`src/rtl/regfile_wb_scoreboard.sv`:
```
// 2^AW x DW register file with write-back bypass on both read ports and a
// per-register pending-write scoreboard for decode-side RAW hazard detection.
module regfile_wb_scoreboard #(
  parameter int DW = 32,
  parameter int AW = 5
) (
  input  logic          CLK,
  input  logic          reset,
  input  logic [AW-1:0] A1,
  input  logic [AW-1:0] A2,
  output logic [DW-1:0] RD1,
  output logic [DW-1:0] RD2,
  output logic          RD1_ok,
  output logic          RD2_ok,
  input  logic          issue_we,
  input  logic [AW-1:0] issue_A,
  input  logic          WE3,
  input  logic [AW-1:0] A3,
  input  logic [DW-1:0] WD3,
  output logic [AW:0]   pend_cnt,
  output logic          stall
);

  localparam int DEPTH = 1 << AW;

  logic [DW-1:0]    regs_q [DEPTH];
  logic [DEPTH-1:0] busy_q;
  logic [DEPTH-1:0] busy_d;
  logic [AW:0]      pend_q;
  logic [AW:0]      pend_d;

  function automatic logic [AW:0] popcount(input logic [DEPTH-1:0] v);
    logic [AW:0] c;
    c = '0;
    for (int i = 0; i < DEPTH; i++) begin
      c = c + (AW+1)'(v[i]);
    end
    return c;
  endfunction

  // Architectural storage; register 0 is never written and stays zero.
  always_ff @(posedge CLK or negedge reset) begin
    if (!reset) begin
      for (int i = 0; i < DEPTH; i++) begin
        regs_q[i] <= '0;
      end
    end else if (WE3 && (A3 != '0)) begin
      regs_q[A3] <= WD3;
    end
  end

  // Scoreboard next state: a new issue wins over a same-cycle write-back,
  // since the newer producer now owns the register.
  always_comb begin
    busy_d = busy_q;
    for (int r = 1; r < DEPTH; r++) begin
      if (issue_we && (issue_A == AW'(r))) begin
        busy_d[r] = 1'b1;
      end else if (WE3 && (A3 == AW'(r))) begin
        busy_d[r] = 1'b0;
      end else begin
        busy_d[r] = busy_q[r];
      end
    end
    busy_d[0] = 1'b0;
    pend_d    = popcount(busy_d);
  end

  // Busy bits and their population count advance together.
  always_ff @(posedge CLK or negedge reset) begin
    if (!reset) begin
      busy_q <= '0;
      pend_q <= '0;
    end else begin
      busy_q <= busy_d;
      pend_q <= pend_d;
    end
  end

  // Read port 1: reset forces a quiet, ready zero regardless of write-back.
  always_comb begin
    RD1    = '0;
    RD1_ok = 1'b1;
    if (!reset) begin
      RD1    = '0;
      RD1_ok = 1'b1;
    end else if (A1 == '0) begin
      RD1    = '0;
      RD1_ok = 1'b1;
    end else if (WE3 && (A3 == A1)) begin
      RD1    = WD3;
      RD1_ok = 1'b1;
    end else begin
      RD1    = regs_q[A1];
      RD1_ok = ~busy_q[A1];
    end
  end

  // Read port 2, identical to port 1.
  always_comb begin
    RD2    = '0;
    RD2_ok = 1'b1;
    if (!reset) begin
      RD2    = '0;
      RD2_ok = 1'b1;
    end else if (A2 == '0) begin
      RD2    = '0;
      RD2_ok = 1'b1;
    end else if (WE3 && (A3 == A2)) begin
      RD2    = WD3;
      RD2_ok = 1'b1;
    end else begin
      RD2    = regs_q[A2];
      RD2_ok = ~busy_q[A2];
    end
  end

  assign stall    = ~RD1_ok | ~RD2_ok;
  assign pend_cnt = pend_q;

endmodule

```
`config.mk`:
```
export PLATFORM = sky130hd
export DESIGN_NAME = regfile_wb_scoreboard
export DESIGN_NICKNAME = d
export VERILOG_FILES = /design/src/rtl/regfile_wb_scoreboard.sv
export SDC_FILE = /design/constraint.sdc
export NUM_CORES = 2
export LEC_CHECK = 0
export BUFFER_PORTS_ARGS = -buffer_cell sky130_fd_sc_hd__buf_2
export CAP_MARGIN = 25
export CORE_ASPECT_RATIO = 0.6
export CORE_MARGIN = 4
export CORE_UTILIZATION = 57
export DETAILED_ROUTE_END_ITERATION = 10
export HOLD_SLACK_MARGIN = 0.06
export MAX_ROUTING_LAYER = met4
export PLACE_DENSITY = 0.75
export SLEW_MARGIN = 20
export SYNTH_ARGS = -nofsm -noshare
export SYNTH_HDL_FRONTEND = slang
export SYNTH_SLANG_ARGS = --single-unit
```
`constraint.sdc`:
```
create_clock -name CLK -period 4.6 [get_ports CLK]
set_input_delay 0 -clock CLK [delete_from_list [all_inputs] [get_ports CLK]]
set_output_delay 0 -clock CLK [all_outputs]
set_load 0.01 [all_outputs]
```
==> reports/results.md <==
• **most area-hungry cell type in the Yosys netlist** dfrtp_1
• **final RePlAce weighted congestion** 0.899
• **post-synthesis cell type count** 68
• **total area of multi-input combinational cells** 0.0289 mm2
• **antenna violations before repair** 6
• **H-tree levels** 3
• **Slew HR** 0.200
• **number of pins exceeding their max-slew limit in the final report** 0
• **clock-pin slew on the worst setup and hold paths** 0.07 ns
• **die height** 254 um
• **first-pass GRT wire length** 281 mm
• **cell count after placement** 5,161
• **GRT Resource Usage Total** 0.377
• **Critical Setup Path Class** register to register
• **Synth Warn #** 0
• **Area Growth Syn to Fin** 11.4%
• **list of cells traversed by the critical path** a22o_1 > fa_1 > inv_2 > fa_1 > fa_1 > inv_1 > fa_1 > inv_1 > fa_1 > fa_1 > fa_2 > fa_2 > buf_4 > buf_6 > xnor2_2
• **clock net sink count** 1,061
• **total I/O pin count** 129
• **Top delay family on crit path** adder cells
• **final total negative setup slack** -1.55 ns
• **number of DRC violations after detailed-routing iteration 0** 5,276
• **combined area of all synthesized cells** 0.0574 mm2
• **run status** finished, violations left
• **combinational cell fraction of total power** 0.326
• **layout cells sized above 1** 0.487
• **sort of element at the end of the critical path** register
• **final critical-path setup slack** -0.422 ns
• **Clock Root Buffer** clkbuf_16
• **final setup skew** 0.0356 ns
• **HP Class** input port to register
• **Period minus WS final** 5.02 ns
• **number of iterations in the first detailed-routing pass** 7
• **power per cell area** 494 mW/mm2
• **top cell type's share of synthesized area** 0.462
• **number of instances in the synthesized netlist** 3,968
• **DR DRC count** 0
• **unrepaired setup endpoints after global routing** yes
• **top cell types by occurrence after synthesis** dfrtp_1, mux2_2, mux4_2
• **number of buffers inserted during clock tree synthesis** 98
• **Max Fanout on Critical Path** 2
• **Mapped Nets** 4,054
• **Least-Margin Pin Slew** 1.20 ns
• **floorplan core area** 0.0991 mm2
• **fillers** 7,124
• **Setup Viol. Count Final** 5
• **wire length per cell** 35.5 um
• **number of port buffers** 128
• **number of flops mapped to enable cells by yosys** 0
• **maximum resistive drop on vdd** 1.40 mV
• **Leak** 27.8 nW
• **library cell appearing most often on the critical path** fa_1
• **total via count in the routed design** 39,800
• **effective utilization at floorplan** 0.580
• **number of register bits inferred by synthesis** 1,061
• **CTS tree** built
• **data required time at the worst endpoint** 5.22 ns
• **floorplan row count** 89
• **number of buffer and inverter stages on the critical path** 5
• **proportion of register bits with asynchronous set or reset after synthesis** 1.00
• **final count of hold timing violations** 0
• **max-capacitance violation count** 0
• **detailed placement HPWL** 110 mm
• **width of the die** 418 um
• **Worst Setup Slack post-DPL** -0.878 ns
• **Switching Fraction** 0.311
• **wire length after detailed routing** 193 mm
• **most used standard cell by instance count after synthesis** dfrtp_1
• **vias in the first global route** 39,800
• **Slowest Stage Delay on Critical Path** 0.54 ns
• **signal arrival time at the worst endpoint** 5.64 ns
• **Sequential Power Share** 0.398
• **violations in the final reports** negative setup slack
• **biggest area contributors in the synthesized netlist** dfrtp_1, mux4_2, mux2_2
• **internal power** 0.0218 W
• **Congestion Overflow GR** 0
• **proportion of synthesized chip area in sequential cells** 0.462
• **net switching component of the power** 0.00982 W
• **area of all placed cells without fillers** 0.0640 mm2
• **# nets final** 4,113
• **FMAX** 0.199 GHz
• **ys flop type** dfrtp_1
• **die footprint** 0.106 mm2
• **number of standard cells in the final layout excluding fillers** 5,432
• **Antenna Violating Nets Remaining** 0
• **area of all sequential standard cells** 0.0266 mm2
• **clock power share** 0.277
• **detailed-route vias per instance** 7.33
• **Period Utilization, post-route** 1.09
• **clock buffer depth** 3
• **later-pin clock latency in the skew report** 0.74 ns
• **Synth Area per Inst** 14.5 um2
• **instance area after placement** 0.0596 mm2
• **Worst path slowest cell** fa_1
• **maximum number of pins on one net before global-route repair** 166
• **Setup crit start kind** register
[worst register-to-register path, delay by kind of cell (launching register included)]
kind	cells	cell delay (ns)
compound gates	1	0.25
xor+xnor	1	0.12
buf+inv	5	0.42
flops	1	0.39
fa+ha+maj	8	3.77
[routing by layer]
layer / track usage / wire length, um
met2: 0.507 / 81200
met1: 0.521 / 76500
met5: - / 0
met4: 0.157 / 9410
met3: 0.138 / 25800
[kinds of logic after synthesis]
group,share of synthesized area
xor gates and xnor gates,0.00198
and+or+nand+nor,0.0314
adders and majority gates,0.00954
muxes,0.396
buffers and inverters,0.0402
AOI/OAI and AO/OA,0.0583
DFF,0.462
[final cells by class]
cell class	count	area share
clock inverters	43	0.00773
well taps	1319	0.0258
flip-flops and latches	1061	0.415
repair buffers	394	0.0512
multi-input cells	2425	0.452
diodes	6	0.000235
inverters	47	0.00276
clock buffers	137	0.0450
[registers in the layout, indices dropped and copies added (netlist names)]
name and cells:
regs_q 1024, busy_q 31, pend_cnt 6
[worst paths after layout]
kind | slack, ns | end | startpoint | cells past startpoint
max in group asynchronous | 2.51 | regs_q[340]$_DFFE_PN0P_ | reset | 5
min | 0.13 | busy_q[19]$_DFF_PN0_ | A3[2] | 7
min in group asynchronous | 0.49 | regs_q[618]$_DFFE_PN0P_ | reset | 4
max | -0.42 | pend_cnt[2]$_DFF_PN0_ | busy_q[18]$_DFF_PN0_ | 15
max reg2reg | -0.42 | pend_cnt[2]$_DFF_PN0_ | busy_q[18]$_DFF_PN0_ | 15
min reg2reg | 0.40 | regs_q[1018]$_DFFE_PN0P_ | regs_q[1018]$_DFFE_PN0P_ | 0
[per-stage QoR]
| step | total power [W] | util | hold slack, ns |
|---|---|---|---|
| finish | 0.0316 | 0.645 | 0.129 |
| global route | 0.0331 | 0.645 | 0.156 |
| CTS | 0.0311 | 0.644 | 0.0803 |
| detailed placement | 0.0221 | 0.602 | -0.0993 |
| global placement | 0.0216 | 0.601 | -0.0971 |
| floorplan | 0.0190 | - | -0.296 |
[repair_timing]
| action | CTS | global route |
|---|---|---|
| gates resized for setup | 3 | 12 |
| buffers inserted | 1 | 2 |
| setup endpoints to repair | 6 | 6 |
| hold buffers | 79 | 1 |
| endpoints found under the hold margin | 1485 | 1 |
| pin swaps | 7 | 1 |
[power by group through the flow]
stage / sequential [W] / combinational, W / clock (W)
finish: 0.0126 / 0.0103 / 0.00875
global placement: 0.0125 / 0.00914 / 0
detailed placement: 0.0126 / 0.00944 / 0
floorplan: 0.0122 / 0.00680 / 0
global route: 0.0128 / 0.0112 / 0.00916
CTS: 0.0125 / 0.00986 / 0.00877
[layout by cell type (no fill, tap or decap), types with 18 or more instances in the layout]
cell           synthesis  final
nor2_1                58     41
clkbuf_8               0     26
inv_1                 45     41
clkbuf_16              0     99
nand3_1               46     45
clkinv_2               0     20
mux4_2               496    496
nor2b_1               44     39
nand2_1               99     93
o22ai_1               62     62
a211oi_1              33     33
dlygate4sd3_1          0     76
nor2_4                 0     18
mux2i_1              102    102
a21oi_1               24     23
a22oi_1               91     90
mux2_2               935    935
nor3_1                53     51
a22o_1                51     51
buf_4                 20    161
o21ai_0              114    109
buf_2                164    121
fa_1                  23     21
dfrtp_1             1061   1061
buf_12                 6     22
Power figures use the tool's default switching activity.
